**src/rtl/vga_sync_gen_if.sv**
```systemverilog
// ---------------------------------------------------------------------------
// vga_sync_if : timing bundle produced by vga_sync_gen.
//   p_tick       one-clk pixel enable
//   pixel_x      current column (10 bit)
//   pixel_y      current line   (10 bit)
//   video_on     high inside the visible area
//   hsync/vsync  active-low sync pulses
//   frame_start  one-clk pulse when the position wraps to (0,0)
// master : the sync generator (drives everything)
// slave  : consumers such as the text generator and the connector pins
// ---------------------------------------------------------------------------
interface vga_sync_if;
  logic       p_tick;
  logic [9:0] pixel_x;
  logic [9:0] pixel_y;
  logic       video_on;
  logic       hsync;
  logic       vsync;
  logic       frame_start;

  modport master (
    output p_tick, pixel_x, pixel_y, video_on, hsync, vsync, frame_start
  );

  modport slave (
    input  p_tick, pixel_x, pixel_y, video_on, hsync, vsync, frame_start
  );
endinterface

```
**src/rtl/vga_sync_gen.sv**
```systemverilog
// ---------------------------------------------------------------------------
// vga_sync_gen : 640x480@60 Hz VGA timing generator.
// Divides the system clock into a pixel enable and runs horizontal/vertical
// position counters. Sync, blanking and frame markers are all registered and
// decoded from the *next* position so they line up with pixel_x/pixel_y.
//
// Ports
//   clk    in   system clock (100 MHz)
//   reset  in   asynchronous, active-low reset
//   vga    vga_sync_if.master  (p_tick, pixel_x, pixel_y, video_on,
//                               hsync, vsync, frame_start)
// ---------------------------------------------------------------------------
module vga_sync_gen #(
  parameter int unsigned TICK_DIV = 4,
  parameter int unsigned HD       = 640,
  parameter int unsigned HF       = 16,
  parameter int unsigned HR       = 96,
  parameter int unsigned HB       = 48,
  parameter int unsigned VD       = 480,
  parameter int unsigned VF       = 10,
  parameter int unsigned VR       = 2,
  parameter int unsigned VB       = 33
) (
  input  logic        clk,
  input  logic        reset,
  vga_sync_if.master  vga
);

  localparam int unsigned H_TOTAL = HD + HF + HR + HB;
  localparam int unsigned V_TOTAL = VD + VF + VR + VB;
  localparam int unsigned DIV_W   = $clog2(TICK_DIV);

  localparam logic [DIV_W-1:0] DIV_MAX = DIV_W'(TICK_DIV - 1);
  localparam logic [9:0] H_MAX    = 10'(H_TOTAL - 1);
  localparam logic [9:0] V_MAX    = 10'(V_TOTAL - 1);
  localparam logic [9:0] H_VIS    = 10'(HD);
  localparam logic [9:0] V_VIS    = 10'(VD);
  localparam logic [9:0] HS_START = 10'(HD + HF);
  localparam logic [9:0] HS_END   = 10'(HD + HF + HR - 1);
  localparam logic [9:0] VS_START = 10'(VD + VF);
  localparam logic [9:0] VS_END   = 10'(VD + VF + VR - 1);

  logic [DIV_W-1:0] div_cnt;
  logic             tick_edge;
  logic [9:0]       x_q, y_q, x_nxt, y_nxt;
  logic             wrap_nxt;
  logic             hs_nxt, vs_nxt, von_nxt;
  logic             p_tick_q, hs_q, vs_q, von_q, fs_q;

  // The position advances on the same edge that raises p_tick.
  assign tick_edge = (div_cnt == DIV_MAX);

  // NOTE: every variable gets a default before any branch, so no path can
  // leave it unassigned and infer a latch.
  always_comb begin
    x_nxt    = x_q;
    y_nxt    = y_q;
    wrap_nxt = 1'b0;
    if (tick_edge) begin
      if (x_q == H_MAX) begin
        x_nxt = '0;
        if (y_q == V_MAX) begin
          y_nxt    = '0;
          wrap_nxt = 1'b1;
        end else begin
          y_nxt = y_q + 10'd1;
        end
      end else begin
        x_nxt = x_q + 10'd1;
      end
    end
  end

  // Flags are decoded from the next position so the registered copies
  // describe the same pixel as the registered counters.
  always_comb begin
    hs_nxt  = !((x_nxt >= HS_START) && (x_nxt <= HS_END));
    vs_nxt  = !((y_nxt >= VS_START) && (y_nxt <= VS_END));
    von_nxt = (x_nxt < H_VIS) && (y_nxt < V_VIS);
  end

  // NOTE: non-blocking assignments for all state so every flop samples the
  // pre-edge values, independent of statement order.
  always_ff @(posedge clk or negedge reset) begin
    if (!reset) begin
      div_cnt  <= '0;
      p_tick_q <= 1'b0;
      x_q      <= '0;
      y_q      <= '0;
      hs_q     <= 1'b1;   // decode of (0,0)
      vs_q     <= 1'b1;
      von_q    <= 1'b1;
      fs_q     <= 1'b0;   // reset is not a frame wrap
    end else begin
      div_cnt  <= tick_edge ? '0 : div_cnt + DIV_W'(1);
      p_tick_q <= tick_edge;
      x_q      <= x_nxt;
      y_q      <= y_nxt;
      hs_q     <= hs_nxt;
      vs_q     <= vs_nxt;
      von_q    <= von_nxt;
      fs_q     <= wrap_nxt;
    end
  end

  assign vga.p_tick      = p_tick_q;
  assign vga.pixel_x     = x_q;
  assign vga.pixel_y     = y_q;
  assign vga.video_on    = von_q;
  assign vga.hsync       = hs_q;
  assign vga.vsync       = vs_q;
  assign vga.frame_start = fs_q;

endmodule

```
**src/flat_wrapper.sv**
```systemverilog
// flat-port wrapper written by rule: the top's interface ports become plain ports
module vga_sync_gen_flat 
#(
  parameter int unsigned TICK_DIV = 4,
  parameter int unsigned HD       = 640,
  parameter int unsigned HF       = 16,
  parameter int unsigned HR       = 96,
  parameter int unsigned HB       = 48,
  parameter int unsigned VD       = 480,
  parameter int unsigned VF       = 10,
  parameter int unsigned VR       = 2,
  parameter int unsigned VB       = 33
)
  (clk, reset, vga_p_tick, vga_pixel_x, vga_pixel_y, vga_video_on, vga_hsync, vga_vsync, vga_frame_start);
  vga_sync_if vga_i ();
  input  logic clk;
  input  logic reset;
  output wire logic [$bits(vga_i.p_tick)-1:0] vga_p_tick;
  output wire logic [$bits(vga_i.pixel_x)-1:0] vga_pixel_x;
  output wire logic [$bits(vga_i.pixel_y)-1:0] vga_pixel_y;
  output wire logic [$bits(vga_i.video_on)-1:0] vga_video_on;
  output wire logic [$bits(vga_i.hsync)-1:0] vga_hsync;
  output wire logic [$bits(vga_i.vsync)-1:0] vga_vsync;
  output wire logic [$bits(vga_i.frame_start)-1:0] vga_frame_start;
  assign vga_p_tick = vga_i.p_tick;
  assign vga_pixel_x = vga_i.pixel_x;
  assign vga_pixel_y = vga_i.pixel_y;
  assign vga_video_on = vga_i.video_on;
  assign vga_hsync = vga_i.hsync;
  assign vga_vsync = vga_i.vsync;
  assign vga_frame_start = vga_i.frame_start;
  vga_sync_gen #(.TICK_DIV(TICK_DIV), .HD(HD), .HF(HF), .HR(HR), .HB(HB), .VD(VD), .VF(VF), .VR(VR), .VB(VB)) u_core (.clk(clk), .reset(reset), .vga(vga_i));
endmodule
```
**config.mk**
```make
export PLATFORM = sky130hd
export DESIGN_NAME = vga_sync_gen_flat
export DESIGN_NICKNAME = d
export VERILOG_FILES = /design/src/rtl/vga_sync_gen_if.sv /design/src/rtl/vga_sync_gen.sv /design/src/flat_wrapper.sv
export SDC_FILE = /design/constraint.sdc
export NUM_CORES = 1
export LEC_CHECK = 0
export ABC_AREA = 0
export CORE_MARGIN = 3
export CORE_UTILIZATION = 47
export CTS_CLUSTER_DIAMETER = 100
export CTS_CLUSTER_SIZE = 8
export DETAILED_ROUTE_END_ITERATION = 10
export GPL_ROUTABILITY_DRIVEN = 0
export PLACE_DENSITY = 0.8
export SLEW_MARGIN = 30
export SYNTH_ARGS = -nofsm -noshare
export SYNTH_HDL_FRONTEND = slang
export SYNTH_SLANG_ARGS = --single-unit
export TNS_END_PERCENT = 20
```
**constraint.sdc**
```tcl
create_clock -name clk -period 3.17 [get_ports clk]
set_clock_uncertainty 0.1 [all_clocks]
set_input_delay 0.317 -clock clk [delete_from_list [all_inputs] [get_ports clk]]
set_output_delay 0.317 -clock clk [all_outputs]
set_load 0.005 [all_outputs]
```
==> flow_metrics.tcl <==
set metrics [dict create \
    power.leakage_nw 0.707 \
    grt_pass1_vias 1093 \
    crit_path_start_kind "flop" \
    clockBufferDepth 2 \
    drt-total-wl_um 2760 \
    fin_setup_tns_ns 0 \
    h-tree-depth 1 \
    place_hpwl_um 2110 \
    multiInputGateArea_um2 623 \
    cts_setup_buffers 0 \
    synth_top_family_by_area "simple AND/OR/NAND/NOR gates" \
    yosysSeqAreaShare_pct 51.1 \
    maxCapViolCount 0 \
    fp-row-count 18 \
    cts.sinks 27 \
    synth_fa_ha_area_share_pct 3.77 \
    max_freq_ghz 0.363 \
    fin_area_mm2 0.00167 \
    synthXorXnorAreaFrac_pct 7.91 \
    syn_area_mm2 0.00133 \
    num-nets-final 166 \
    use_met1_pct 24.1 \
    die_w_um 59.2 \
    synthCells 127 \
    pin_count 27 \
    clkTransAtPathRegs_ns 0.15 \
    start_util_pct 51.3 \
    synth_seq_cells 27 \
    grt_start_max_net_pins 28 \
    cp_data_arrival_time_ns 2.91 \
    grt.total_usage_pct 18.8 \
    grt_pass1_wl_um 5090 \
    diodes 0 \
    final.min_clock_period_ns 2.75 \
    use_met3_pct 4.14 \
    seq_area_um2 679 \
    grt_setup_unrepaired "false" \
    maxSlewHeadroom_pct 69.8 \
    synth_nets 133 \
    wl_per_cell_um 14.6 \
    cts_buffers 3 \
    crit_fanout 7 \
    peakVddDrop_uv 245 \
    met2_usage_pct 31.2 \
    clkLatencyLatePin_ns 0.32 \
    path_class "flop to flop" \
    dr.pass1.iters 4 \
    antenna_found_initial 0 \
    synth_compound_area_share_pct 4.33 \
    muxShareOfSynthArea_pct 1.60 \
    drc 0 \
    yosysWarnings 0 \
    top_usage_layer "met2" \
    route.vias.total 1073 \
    grt_overflow 0 \
    die_h_um 59.2 \
    ant_nets 0 \
    finalCritPeriodShare_pct 86.9 \
    power_density_mw_per_mm2 298 \
    io_buffer_count 26 \
    cts_tree "built" \
    worstMarginPinSlew_ns 0.449 \
    endpoint_kind "flop" \
    ctsRootBufferMaster "clkbuf_4" \
    finalPower_mw 0.498 \
    finish.utilization_pct 64.6 \
    reg2regPathDepth 6 \
    cp.required_ns 3.33 \
    hp-class "input pin to asynchronous set/reset pin" \
    synthToLayoutAreaGrowth_pct 25.9 \
    die-area_mm2 0.00350 \
    setup_violations 0 \
    drv_slew 0 \
    ctsResizeCount 0 \
    place_area_mm2 0.00165 \
    drive_gt1_share_pct 11.9 \
    hold_violations 0 \
    avgSynthCellArea_um2 10.5 \
    outcome "finished clean" \
    fillCellCount 218 \
    vias_per_cell 5.68 \
    yosysUniqueCellTypes 34 \
    core_area_mm2 0.00259 \
    drtIter0Drc 18 \
    synth-simple-area-share_pct 29.3 \
    cts_hold_buffers 0 \
]
## final cells by class
| type | count | area share (%) |
|---|---|---|
| Timing Repair Buffer | 29 | 16.9 |
| Multi-Input combinational cell | 93 | 37.2 |
| Clock buffer | 3 | 1.35 |
| Sequential cell | 27 | 40.6 |
| Clock inverter | 1 | 0.299 |
| Tap cell | 30 | 2.24 |
| Inverter | 6 | 1.35 |
## layout by cell type (no fill, tap or decap)
cell type and instances:
nor4_1 5, mux2_2 1, clkdlybuf4s50_1 26, or4_1 4, nand3b_1 2, a211o_1 1
nor3_1 4, clkinv_2 1, buf_4 3, nand2_1 12, and2b_1 1, or4b_2 1
o311ai_0 1, or4b_4 1, nor2_4 1, nand2b_1 3, xor2_1 5, ha_1 4
and2_1 1, xnor2_1 7, or3_2 1, and4_1 2, nand4_1 2, and3_1 3
or2_2 2, inv_1 6, nand3_1 9, nor2_1 7, dfstp_2 3, mux2i_1 1
dfrtp_1 24, nor3_4 1, a21oi_1 2, nand2_2 1, nand4b_1 2, o21ai_0 6
clkbuf_4 3
## stage by stage
stage | cells | setup WS (ns) | hold slack [ns]
2_1_floorplan | 127 | 0.534 | -0.0786
3_3_place_gp | 185 | 0.492 | 0.312
3_5_place_dp | 185 | 0.440 | 0.330
4_1_cts | 189 | 0.408 | 0.242
5_1_grt | 189 | 0.229 | 0.255
6_report | 189 | 0.416 | 0.237
## Yosys cell counts
cell      count  area share (%)
a211o_1       1            0.66
a21oi_1       2            0.75
and2_1        1            0.47
and2b_1       1            0.57
and3_1        3             1.4
and4_1        2             1.3
clkbuf_1      1            0.28
dfrtp_1      24              45
dfstp_2       3             5.9
ha_1          4             3.8
inv_1         6             1.7
mux2_2        1            0.85
mux2i_1       1            0.75
nand2_1      12             3.4
nand2_2       1            0.47
nand2b_1      3             1.4
nand3_1       9             3.4
nand3b_1      2             1.1
nand4_1       2            0.94
nand4b_1      2             1.3
nor2_1        7             2.0
nor2_4        1            0.85
nor3_1        4             1.5
nor3_4        1             1.2
nor4_1        5             2.4
o21ai_0       6             2.3
o311ai_0      1            0.66
or2_2         2            0.94
or3_2         1            0.57
or4_1         4             2.3
or4b_2        1            0.75
or4b_4        1             1.0
xnor2_1       7             4.6
xor2_1        5             3.3
## kinds of logic (layout without fill, tap and decap cells)
kind of cell | Yosys count | count (layout)
buffers and inverters | 7 | 39
and+or+nand+nor | 65 | 65
muxes | 2 | 2
DFF | 27 | 27
AOI/OAI and AO/OA | 10 | 10
adders and majority gates | 4 | 4
xor gates and xnor gates | 12 | 12
## worst paths after layout
path	slack, ns	end	startpoint
max	0.42	u_core.vga.video_on$_DFF_PN1_	u_core.vga.pixel_x[5]$_DFF_PN0_
min	0.24	u_core.vga.pixel_y[1]$_DFF_PN0_	reset
max reg2reg	0.42	u_core.vga.video_on$_DFF_PN1_	u_core.vga.pixel_x[5]$_DFF_PN0_
min reg2reg	0.36	u_core.div_cnt[0]$_DFF_PN0_	u_core.div_cnt[0]$_DFF_PN0_
max in group asynchronous	2.44	u_core.vga.hsync$_DFF_PN1_	reset
min in group clk	0.36	u_core.div_cnt[0]$_DFF_PN0_	u_core.div_cnt[0]$_DFF_PN0_
## critical path, stage by stage, from the launching register on
cell and delay (ns):
dfrtp_1 0.47, or4b_4 0.57, or4_1 0.53, or4_1 0.55, xor2_1 0.24, nor2_4 0.05, nor3_1 0.18
## registers in the layout (all words and copies together) (netlist names)
name	cells
u_core.vga.pixel_x	10
u_core.vga.pixel_y	10
u_core.div_cnt	2
u_core.vga.frame_start	1
u_core.vga.hsync	1
u_core.vga.p_tick	1
u_core.vga.video_on	1
u_core.vga.vsync	1
## report_power, final
| part | total (mW) | internal, mW | switching (mW) |
|---|---|---|---|
| sequential | 0.345 | 0.345 | 0 |
| clock | 0.145 | 0.0472 | 0.0979 |
| combinational | 0.00831 | 0.00188 | 0.00643 |
## layer usage
metal / vias to the layer above / share of wire, %
met5: - / 0
met1: 520 / 43
met4: 0 / 1.1
met3: 4 / 7.4
met2: 37 / 48
li1: 512 / -
Note: power is estimated with default switching activity, not from simulation.
